### config.mk
export PLATFORM = sky130hd
export DESIGN_NAME = scan_sequencer
export DESIGN_NICKNAME = d
export VERILOG_FILES = /design/src/rtl/scan_sequencer.sv
export SDC_FILE = /design/constraint.sdc
export NUM_CORES = 1
export LEC_CHECK = 0
export CAP_MARGIN = 10
export CORE_MARGIN = 2
export CORE_UTILIZATION = 40
export DETAILED_ROUTE_END_ITERATION = 8
export PLACE_DENSITY = 0.71
export SETUP_SLACK_MARGIN = 0.4
export SLEW_MARGIN = 5
export SYNTH_ARGS = -nofsm -noshare
export SYNTH_HDL_FRONTEND = slang
export SYNTH_SLANG_ARGS = --single-unit
### constraint.sdc
create_clock -name clk_100M -period 5.7 [get_ports clk_100M]
set_input_delay 0.855 -clock clk_100M [delete_from_list [all_inputs] [get_ports clk_100M]]
set_output_delay 0.855 -clock clk_100M [all_outputs]
set_load 0.005 [all_outputs]
### src/rtl/scan_sequencer.sv
// ============================================================================
// scan_sequencer : film scanner top-level sequencer (home, step/settle/capture)
// Rev 1.0
// ============================================================================
`default_nettype none

module scan_sequencer #(
   parameter int HOME_MAX_STEPS = 20000,
   parameter int CAP_TIMEOUT    = 2000000,
   parameter int CNT_W          = 24
) (
   input  logic        clk_100M,
   input  logic        nrst,
   input  logic        cmd_start,
   input  logic        cmd_abort,
   input  logic [15:0] cfg_lines,
   input  logic [7:0]  cfg_steps_per_line,
   input  logic [15:0] cfg_step_half,
   input  logic [15:0] cfg_settle,
   input  logic        mtr_nhome,
   input  logic        mtr_nflt,
   input  logic        ccd_line_done,
   output logic        mtr_step,
   output logic        mtr_dir,
   output logic        mtr_nen,
   output logic        ccd_en,
   output logic        busy,
   output logic        done,
   output logic        fault,
   output logic [1:0]  err_code,
   output logic [15:0] line_count
);

   localparam int HC_W = $clog2(HOME_MAX_STEPS + 1);

   typedef enum logic [3:0] {
      S_IDLE     = 4'd0,
      S_ENABLE   = 4'd1,
      S_HOME_CHK = 4'd2,
      S_HOME_HI  = 4'd3,
      S_HOME_LO  = 4'd4,
      S_SCAN_SET = 4'd5,
      S_CAPTURE  = 4'd6,
      S_STEP_HI  = 4'd7,
      S_STEP_LO  = 4'd8,
      S_FIN      = 4'd9,
      S_DONE     = 4'd10,
      S_FAULT    = 4'd11
   } state_t;

   function automatic logic is_busy(input state_t s);
      return !(s inside {S_IDLE, S_DONE, S_FAULT});
   endfunction

   state_t            r_state;
   state_t            w_state_nxt;
   logic [CNT_W-1:0]  r_tmr;
   logic [HC_W-1:0]   r_home_cnt;
   logic [7:0]        r_step_cnt;
   logic [15:0]       r_lines;
   logic [7:0]        r_spl;
   logic [15:0]       r_half;
   logic [15:0]       r_settle;

   logic              r_nhome_s1, r_nhome_s2;
   logic              r_nflt_s1, r_nflt_s2;
   logic              r_ld_s1, r_ld_s2, r_ld_s3;

   logic              r_step, r_dir, r_nen, r_ccd_en, r_busy, r_done, r_fault;
   logic [1:0]        r_err;
   logic [15:0]       r_line_cnt;

   logic              w_ld_edge;
   logic [CNT_W-1:0]  w_tmr_inc;
   logic [CNT_W-1:0]  w_half_ext;
   logic [CNT_W-1:0]  w_settle_ext;
   logic              w_half_end;
   logic              w_settle_end;
   logic              w_cap_to;
   logic              w_home_max;
   logic              w_step_last;
   logic              w_busy_now;
   logic              w_busy_nxt;
   logic [1:0]        w_err_nxt;
   logic              w_dir_nxt;
   logic              w_start_acc;
   logic              w_line_inc;
   logic              w_home_inc;
   logic              w_step_inc;
   logic              w_step_clr;

   // Home and fault are idle-high, so their synchronisers reset to 1
   always_ff @(posedge clk_100M or negedge nrst) begin
      if (!nrst) begin
         r_nhome_s1 <= 1'b1;
         r_nhome_s2 <= 1'b1;
         r_nflt_s1  <= 1'b1;
         r_nflt_s2  <= 1'b1;
         r_ld_s1    <= 1'b0;
         r_ld_s2    <= 1'b0;
         r_ld_s3    <= 1'b0;
      end else begin
         r_nhome_s1 <= mtr_nhome;
         r_nhome_s2 <= r_nhome_s1;
         r_nflt_s1  <= mtr_nflt;
         r_nflt_s2  <= r_nflt_s1;
         r_ld_s1    <= ccd_line_done;
         r_ld_s2    <= r_ld_s1;
         r_ld_s3    <= r_ld_s2;
      end
   end

   assign w_ld_edge    = r_ld_s2 & ~r_ld_s3;
   assign w_tmr_inc    = r_tmr + CNT_W'(1);
   assign w_half_ext   = {{(CNT_W-16){1'b0}}, r_half};
   assign w_settle_ext = {{(CNT_W-16){1'b0}}, r_settle};
   assign w_half_end   = (w_tmr_inc == w_half_ext);
   assign w_settle_end = (w_tmr_inc >= w_settle_ext);
   assign w_cap_to     = (r_tmr == CNT_W'(CAP_TIMEOUT - 1));
   assign w_home_max   = (r_home_cnt == HC_W'(HOME_MAX_STEPS));
   assign w_step_last  = ((r_step_cnt + 8'd1) == r_spl);
   assign w_busy_now   = is_busy(r_state);
   assign w_busy_nxt   = is_busy(w_state_nxt);

   always_comb begin
      w_state_nxt = r_state;
      w_err_nxt   = r_err;
      w_dir_nxt   = r_dir;
      w_start_acc = 1'b0;
      w_line_inc  = 1'b0;
      w_home_inc  = 1'b0;
      w_step_inc  = 1'b0;
      w_step_clr  = 1'b0;
      if (cmd_abort) begin
         w_state_nxt = S_IDLE;
         w_err_nxt   = 2'd0;
      end else if (w_busy_now && !r_nflt_s2) begin
         w_state_nxt = S_FAULT;
         w_err_nxt   = 2'd1;
      end else begin
         case (r_state)
            S_IDLE, S_DONE, S_FAULT: begin
               if (cmd_start) begin
                  w_start_acc = 1'b1;
                  w_state_nxt = S_ENABLE;
                  w_err_nxt   = 2'd0;
               end
            end
            S_ENABLE: begin
               if (w_settle_end) w_state_nxt = S_HOME_CHK;
            end
            S_HOME_CHK: begin
               if (!r_nhome_s2) begin
                  w_dir_nxt   = 1'b1;
                  w_state_nxt = S_SCAN_SET;
               end else if (w_home_max) begin
                  w_state_nxt = S_FAULT;
                  w_err_nxt   = 2'd2;
               end else begin
                  w_dir_nxt   = 1'b0;
                  w_state_nxt = S_HOME_HI;
               end
            end
            S_HOME_HI: begin
               if (w_half_end) w_state_nxt = S_HOME_LO;
            end
            S_HOME_LO: begin
               if (w_half_end) begin
                  w_home_inc  = 1'b1;
                  w_state_nxt = S_HOME_CHK;
               end
            end
            S_SCAN_SET: begin
               if (r_line_cnt == r_lines)  w_state_nxt = S_FIN;
               else if (w_settle_end)      w_state_nxt = S_CAPTURE;
            end
            S_CAPTURE: begin
               // A line-done edge in the timeout cycle still counts the line
               if (w_ld_edge) begin
                  w_line_inc = 1'b1;
                  if (r_spl == 8'd0) begin
                     w_state_nxt = S_SCAN_SET;
                  end else begin
                     w_step_clr  = 1'b1;
                     w_state_nxt = S_STEP_HI;
                  end
               end else if (w_cap_to) begin
                  w_state_nxt = S_FAULT;
                  w_err_nxt   = 2'd3;
               end
            end
            S_STEP_HI: begin
               if (w_half_end) w_state_nxt = S_STEP_LO;
            end
            S_STEP_LO: begin
               if (w_half_end) begin
                  if (w_step_last) begin
                     w_state_nxt = S_SCAN_SET;
                  end else begin
                     w_step_inc  = 1'b1;
                     w_state_nxt = S_STEP_HI;
                  end
               end
            end
            S_FIN:   w_state_nxt = S_DONE;
            default: w_state_nxt = S_IDLE;
         endcase
      end
   end

   // Outputs decode the next state so they change on the transition edge
   always_ff @(posedge clk_100M or negedge nrst) begin
      if (!nrst) begin
         r_state    <= S_IDLE;
         r_tmr      <= '0;
         r_home_cnt <= '0;
         r_step_cnt <= 8'd0;
         r_lines    <= 16'd0;
         r_spl      <= 8'd0;
         r_half     <= 16'd1;
         r_settle   <= 16'd0;
         r_step     <= 1'b0;
         r_dir      <= 1'b0;
         r_nen      <= 1'b1;
         r_ccd_en   <= 1'b0;
         r_busy     <= 1'b0;
         r_done     <= 1'b0;
         r_fault    <= 1'b0;
         r_err      <= 2'd0;
         r_line_cnt <= 16'd0;
      end else begin
         r_state <= w_state_nxt;
         if ((w_state_nxt != r_state) || !w_busy_nxt) r_tmr <= '0;
         else                                          r_tmr <= w_tmr_inc;

         if (w_start_acc) begin
            r_lines    <= cfg_lines;
            r_spl      <= cfg_steps_per_line;
            r_half     <= (cfg_step_half == 16'd0) ? 16'd1 : cfg_step_half;
            r_settle   <= cfg_settle;
            r_line_cnt <= 16'd0;
            r_home_cnt <= '0;
         end else begin
            if (w_line_inc) r_line_cnt <= r_line_cnt + 16'd1;
            if (w_home_inc) r_home_cnt <= r_home_cnt + HC_W'(1);
         end

         if (w_step_clr)      r_step_cnt <= 8'd0;
         else if (w_step_inc) r_step_cnt <= r_step_cnt + 8'd1;

         r_dir    <= w_dir_nxt;
         r_err    <= w_err_nxt;
         r_step   <= (w_state_nxt == S_HOME_HI) || (w_state_nxt == S_STEP_HI);
         r_ccd_en <= (w_state_nxt == S_CAPTURE);
         r_nen    <= (w_state_nxt inside {S_IDLE, S_FIN, S_DONE, S_FAULT});
         r_busy   <= w_busy_nxt;
         r_done   <= (w_state_nxt == S_FIN);
         r_fault  <= (w_state_nxt == S_FAULT);
      end
   end

   assign mtr_step   = r_step;
   assign mtr_dir    = r_dir;
   assign mtr_nen    = r_nen;
   assign ccd_en     = r_ccd_en;
   assign busy       = r_busy;
   assign done       = r_done;
   assign fault      = r_fault;
   assign err_code   = r_err;
   assign line_count = r_line_cnt;

endmodule

`default_nettype wire

Word level (Yosys, flattened, before mapping)
Cells that the tools add are included.
Storage, ports and cells
  bits in registers: 139
  bits in latches: 0
  memory bits (writable): 0
  ROM bits: 0
  input bits: 63
  output and inout port bits: 25
  logic and storage cells: 139
  memories kept: 0
Cells by class
  add/subtract/negate cells: 4
  $mul: 0
  divide/modulo/power cells: 0
  magnitude comparators: 1
  eq/ne operators: 29
  shift-type cells: 0
  muxes and demuxes: 57
  bitwise gates (word level): 4
  reductions and logical operators: 20
Operators with widths (count)
  4-bit two-way mux: 14
  16-bit two-way mux: 3
  4-bit one-hot mux with 10 select lines: 1
  15-bit two-way mux: 2
  4-bit == test (second input constant): 7
  24-bit by 1-bit adder with 24-bit output (second input constant): 1
  24-bit by 16-bit == test with 1-bit output: 1
  24-bit by 21-bit == test with 1-bit output (second input constant): 1
  4-bit by 3-bit == test with 1-bit output (second input constant): 6
  24-bit by 16-bit greater-or-equal comparator with 1-bit output: 1
  1-bit two-way mux: 24
  24-bit two-way mux: 1
  4-bit != test (second input constant): 5
  2-bit two-way mux: 9
  16-bit by 1-bit adder with 16-bit output (second input constant): 1
  16-bit == test: 1
  16-bit zero test: 1
  8-bit two-way mux: 2
  15-bit by 1-bit adder with 15-bit output (second input constant): 1
  15-bit == test (second input constant): 1
  4-bit by 2-bit == test with 1-bit output (second input constant): 3
  8-bit by 1-bit adder with 8-bit output (second input constant): 1
  8-bit == test: 1
  4-bit zero test: 2
  17 further kinds: 25

Logic depth before layout (Yosys ltp)
  depth after elaboration: 11
  gate-level depth with buffers: 18

Worst setup path after synthesis
Ideal clock, no wire load.
  path type: register to register
  start: register r_tmr[2]
  end: register r_tmr[10]
  library setup time: 0.134 ns
  data arrival time: 3.845 ns
  required time: 5.566 ns
  setup slack: 1.721 ns
  cell stages (with the launch flop): 17
  path buffers: 3
  period minus slack after synthesis: 3.979 ns
  cells stage by stage: dfrtp_1 -> buf_2 -> nand3_1 -> clkbuf_1 -> nor4_1 -> xor2_1 -> ha_1 -> a21oi_1 -> o21ai_0 -> a211o_1 -> nand2_1 -> o21ai_0 -> or3b_4 -> or4_4 -> o21ai_4 -> buf_6 -> nor3_1
On the way
  longest elaborated chain between the ends: 11
RTL lines
  start, declared: RTL line 57  | logic [CNT_W-1:0] r_tmr;
  start signal, assigned: RTL line 234  | else r_tmr <= w_tmr_inc;
  24-bit by 1-bit adder with 24-bit output: RTL line 114  | assign w_tmr_inc = r_tmr + CNT_W'(1);
  24-bit by 16-bit greater-or-equal comparator with 1-bit output: RTL line 118  | assign w_settle_end = (w_tmr_inc >= w_settle_ext);
  4-bit two-way mux: RTL line 175  | else if (w_settle_end) w_state_nxt = S_CAPTURE;
  4-bit two-way mux: RTL line 174  | if (r_line_cnt == r_lines) w_state_nxt = S_FIN;
  4-bit one-hot mux with 10 select lines: RTL line 141  | case (r_state)
  4-bit two-way mux: RTL line 137  | end else if (w_busy_now && !r_nflt_s2) begin
  4-bit two-way mux: RTL line 134  | if (cmd_abort) begin
  4-bit == test or 4-bit zero test (tied branches): RTL line 52  | return !(s inside {S_IDLE, S_DONE, S_FAULT});
  3-bit nonzero test: RTL line 52
  1-bit logical OR: RTL line 233  | if ((w_state_nxt != r_state) || !w_busy_nxt) r_tmr <= '0;
  24-bit two-way mux (*): RTL line 233
Every way passes the cells marked *; elsewhere a longest branch is shown, timed or not.
A chain may end at the register's enable or synchronous reset.

Final worst setup path
  start: register r_tmr[3]
  end: register r_tmr[8]
The elaborated chain is that of the path after synthesis.

==> summary.md <==
| Metric | Value |
|---|---|
| Final nets | `approximately 1,000` |
| Routability cong. | `0.9004` |
| Unrepaired setup endpoints after global routing | `no` |
| Clock transition at path regs | `0.06 ns` |
| Core area | `just over 20,000 sq um` |
| Area occupied by registers | `3486 sq um` |
| Max_cap viols | `0` |
| Placed standard-cell area | `between 9000 and 10,000 sq um` |
| CTS tree | `done` |
| Syn nets | `980` |
| Maximum clock path buffer count | `2` |
| Final Util | `49.21%` |
| Via Count | `slightly below 7,000` |
| IO Port Bufs | `87` |
| DP Worst Slack | `0.8074 ns` |
| GRT overflow | `0` |
| Worst clock skew | `around 0.012 ns` |
| Flop pwr share | `38.5%` |
| Most used cell, CP | `o21ai_0` |
| CP Launch Type | `flip-flop` |
| Setup TNS | `0 ns` |
| Inserted Clock Buffers | `17` |
| CTS H-tree lvls | `4` |
| Final worst-path cycle share | `86.59%` |
| Fin area | `approximately 10,000 sq um` |
| Arr. time, crit path | `approximately 5.2 ns` |
| Net Sw Power | `1.207 mW` |
| 1st-iter DRT viols | `627` |
| Die X | `148.7 microns` |
| P_int | `2.470 mW` |
| IO Count | `88` |
| Slowest cell delay on critical path | `0.69 ns` |
| WHS Path Cells | `0` |
| Synth area leaders | `dfrtp_1 (40%), mux2_2 (5.6%), xor2_1 (5.0%)` |
| Synthesis-to-layout area growth | `19.96%` |
| R2R Path Start | `r_tmr[3]` |
| Power Density | `about 370 nW/um^2` |
| DRC Markers | `0` |
| Post-Syn Instances | `896` |
| Proportion of power drawn by combinational gates | `29.1%` |
| Post-synth EDFFs | `0` |
| Non-filler cells, final | `1,239` |
| First-pass GRT wire length | `34,280 microns` |
| Mapped Area | `8381 sq um` |
| WP data required | `5.95 ns` |
| CTS sink cnt | `~140` |
| Most frequent cell after synthesis | `dfrtp_1` |
| Fmax | `202.6 MHz` |
| Via density per instance | `5.515` |
| Ratio of cells with drive above 1 in the final layout | `between 10% and 20%` |
| Final ANT Viol Nets | `0` |
| Mean Syn Cell Area | `9.353 sq um` |
| WS Path Type | `reg -> reg` |
| Reg2Reg Depth | `13` |
| Yosys cell types | `75` |
| Hold EP | `r_nflt_s2` |
| Status | `complete, no violations` |
| Gr usage total | `19.35%` |
| Worst Setup End Kind | `flip-flop` |
| Site Rows | `52` |
| Crit path max fanout | `25` |
| Clock Power Share | `~32%` |
| Footprint of the multi-input gates | `roughly 4600 sq um` |
| Post-synth top area share | `39.71%` |
| Cell taking the most area after synthesis | `dfrtp_1` |
| Setup slack, reg-to-reg | `0.76 ns` |
| Starting Density | `between 40% and 50%` |
| ANT cells | `0` |
| Drt first pass iters | `6` |
| Clock Latency Late Sink | `0.43 ns` |
| Sw Share | `32.83%` |
| Max VDD drop | `0.1979 mV` |
| Worst slew margin | `33.23%` |
| Post-layout min period | `between 4 and 5 ns` |
| Vias in the first global route | `6,768` |
| Post-Place Cells | `1,207` |
| CP cell instances | `nand4_2 -> nor4_1 -> xor2_1 -> ha_1 -> a21oi_1 -> o21ai_0 -> a211o_1 -> nand2_1 -> o21ai_0 -> or3b_4 -> or4_4 -> o21ai_4 -> nor3_1` |
| Die H | `~150 microns` |
| Fin worst setup slack | `0.7641 ns` |
| Final Total Pwr | `3.678 mW` |
| Actual slew at the worst max-slew pin | `between 1 and 1.5 ns` |
| Most instantiated cells after synthesis | `dfrtp_1 (133), nand2_1 (92), nor2_1 (75), xor2_1 (48), o21ai_0 (44)` |
| Worst r2r dst | `r_tmr[8]` |
| Initial antenna violation count | `0` |
| Final WL | `20,460 microns` |
| Final Hold Fails | `0` |
| Fill cell count | `1,890` |
| Largest net degree at the start of global routing | `around 100` |
| Synthesis Warnings | `0` |
| Hold Path Origin | `r_nflt_s1` |
| Seq cells post-synth | `139` |
| Endpoints failing setup | `0` |
| DIE AREA | `22,130 sq um` |
| Leak pwr | `4.188 nW` |
| Hold WS | `0.3540 ns` |
| Post-CTS Hold Buffers | `0` |
| Dpl hpwl | `14,700 microns` |
| Slowest CP cell | `nor4_1` |
| DR WL/cell | `between 15 and 20 microns` |
| Ys async rst share | `100.0%` |
| CTS root buffer | `clkbuf_16` |
| Final Max Tran Viols | `0` |
| Min-delay worst type | `reg -> reg` |
| Ys flop type | `dfrtp_1` |
| Sequential share of the synthesized area | `41.59%` |
[how the worst max path moves through the flow]
| stage | start | endpoint | slack, ns | depth (start not counted) |
|---|---|---|---|---|
| 2_1_floorplan | r_tmr[2] | r_tmr[10] | 1.72 | 16 |
| 3_5_place_dp | r_tmr[3] | r_tmr[8] | 0.81 | 13 |
| 6_report | r_tmr[3] | r_tmr[8] | 0.76 | 13 |
| 5_1_grt | r_tmr[3] | mtr_nen | 0.44 | 14 |
| 3_3_place_gp | r_tmr[3] | r_tmr[19] | 0.98 | 13 |
| 4_1_cts | r_tmr[3] | r_tmr[19] | 0.81 | 13 |
[registers in the layout, summed over array words and instances (netlist names), 2 cells and up]
signal / flops
r_step_cnt: 8
r_lines: 16
err_code: 2
line_count: 16
r_half: 16
r_settle: 16
r_tmr: 24
r_state: 4
r_spl: 8
r_home_cnt: 15
[cells by family after synthesis]
logic type               after synthesis  share of synthesized area (%)
AO/OA/AOI/OAI                        135                          10.90
XOR/XNOR                              93                          10.21
adder cells (fa/ha/maj)               21                          3.135
buffers and inverters                 85                          4.195
flip-flops                           139                          41.59
multiplexers                          49                          6.480
AND/OR/NAND/NOR                      374                          23.48
[per-layer routing]
metal	track usage [%]	vias up	routed length, microns
met5	0	-	0
met1	25.95	3256	9146
met2	30.51	217	9498
li1	-	3324	-
met3	4.924	36	1343
met4	6.952	0	472
[cell type report]
type	count	area share [%]
inverters	33	1.232
flip-flops and latches	139	34.67
clock buffers	22	4.816
repair buffers	93	9.123
multi-input cells	672	45.30
well taps	270	3.360
clock inverters	10	1.493
[cell usage in the layout, fill, tap and decap left out, drive strengths merged, types with 8 or more instances in the layout]
cell type and instances:
a21oi 17, and2 9, and3 19, clkbuf 22
clkdlybuf4s50 86, dfrtp 133, ha 21, inv 37
mux2 42, nand2 92, nand2b 12, nand3 29
nand4 28, nor2 76, nor2b 15, nor3 28
nor4 32, o2111ai 8, o211ai 8, o21ai 45
o31ai 10, or3 8, xnor2 42, xor2 48
[power groups by stage]
stage                     Clock (mW)  Sequential [mW]  Combinational, mW
after floorplan                    0             1.35              0.811
after global placement             0             1.43               1.05
after detailed placement           0             1.43               1.07
after CTS                       1.22             1.42               1.07
after global routing            1.26             1.45               1.19
final                           1.19             1.42               1.07
[timing repair]
action,CTS,global route
setup endpoints to repair,0,13
endpoints found under the hold margin,0,0
gates resized for setup,0,1
buffers inserted,0,0
[critical path: cells and delay by family, from the launching register on]
kind,cells,cell delay (ns)
xor+xnor,1,0.23
simple gates,6,2.46
fa+ha+maj,1,0.29
flops,1,0.52
compound gates,5,1.25
No activity file was read; power rests on OpenSTA's default activity.
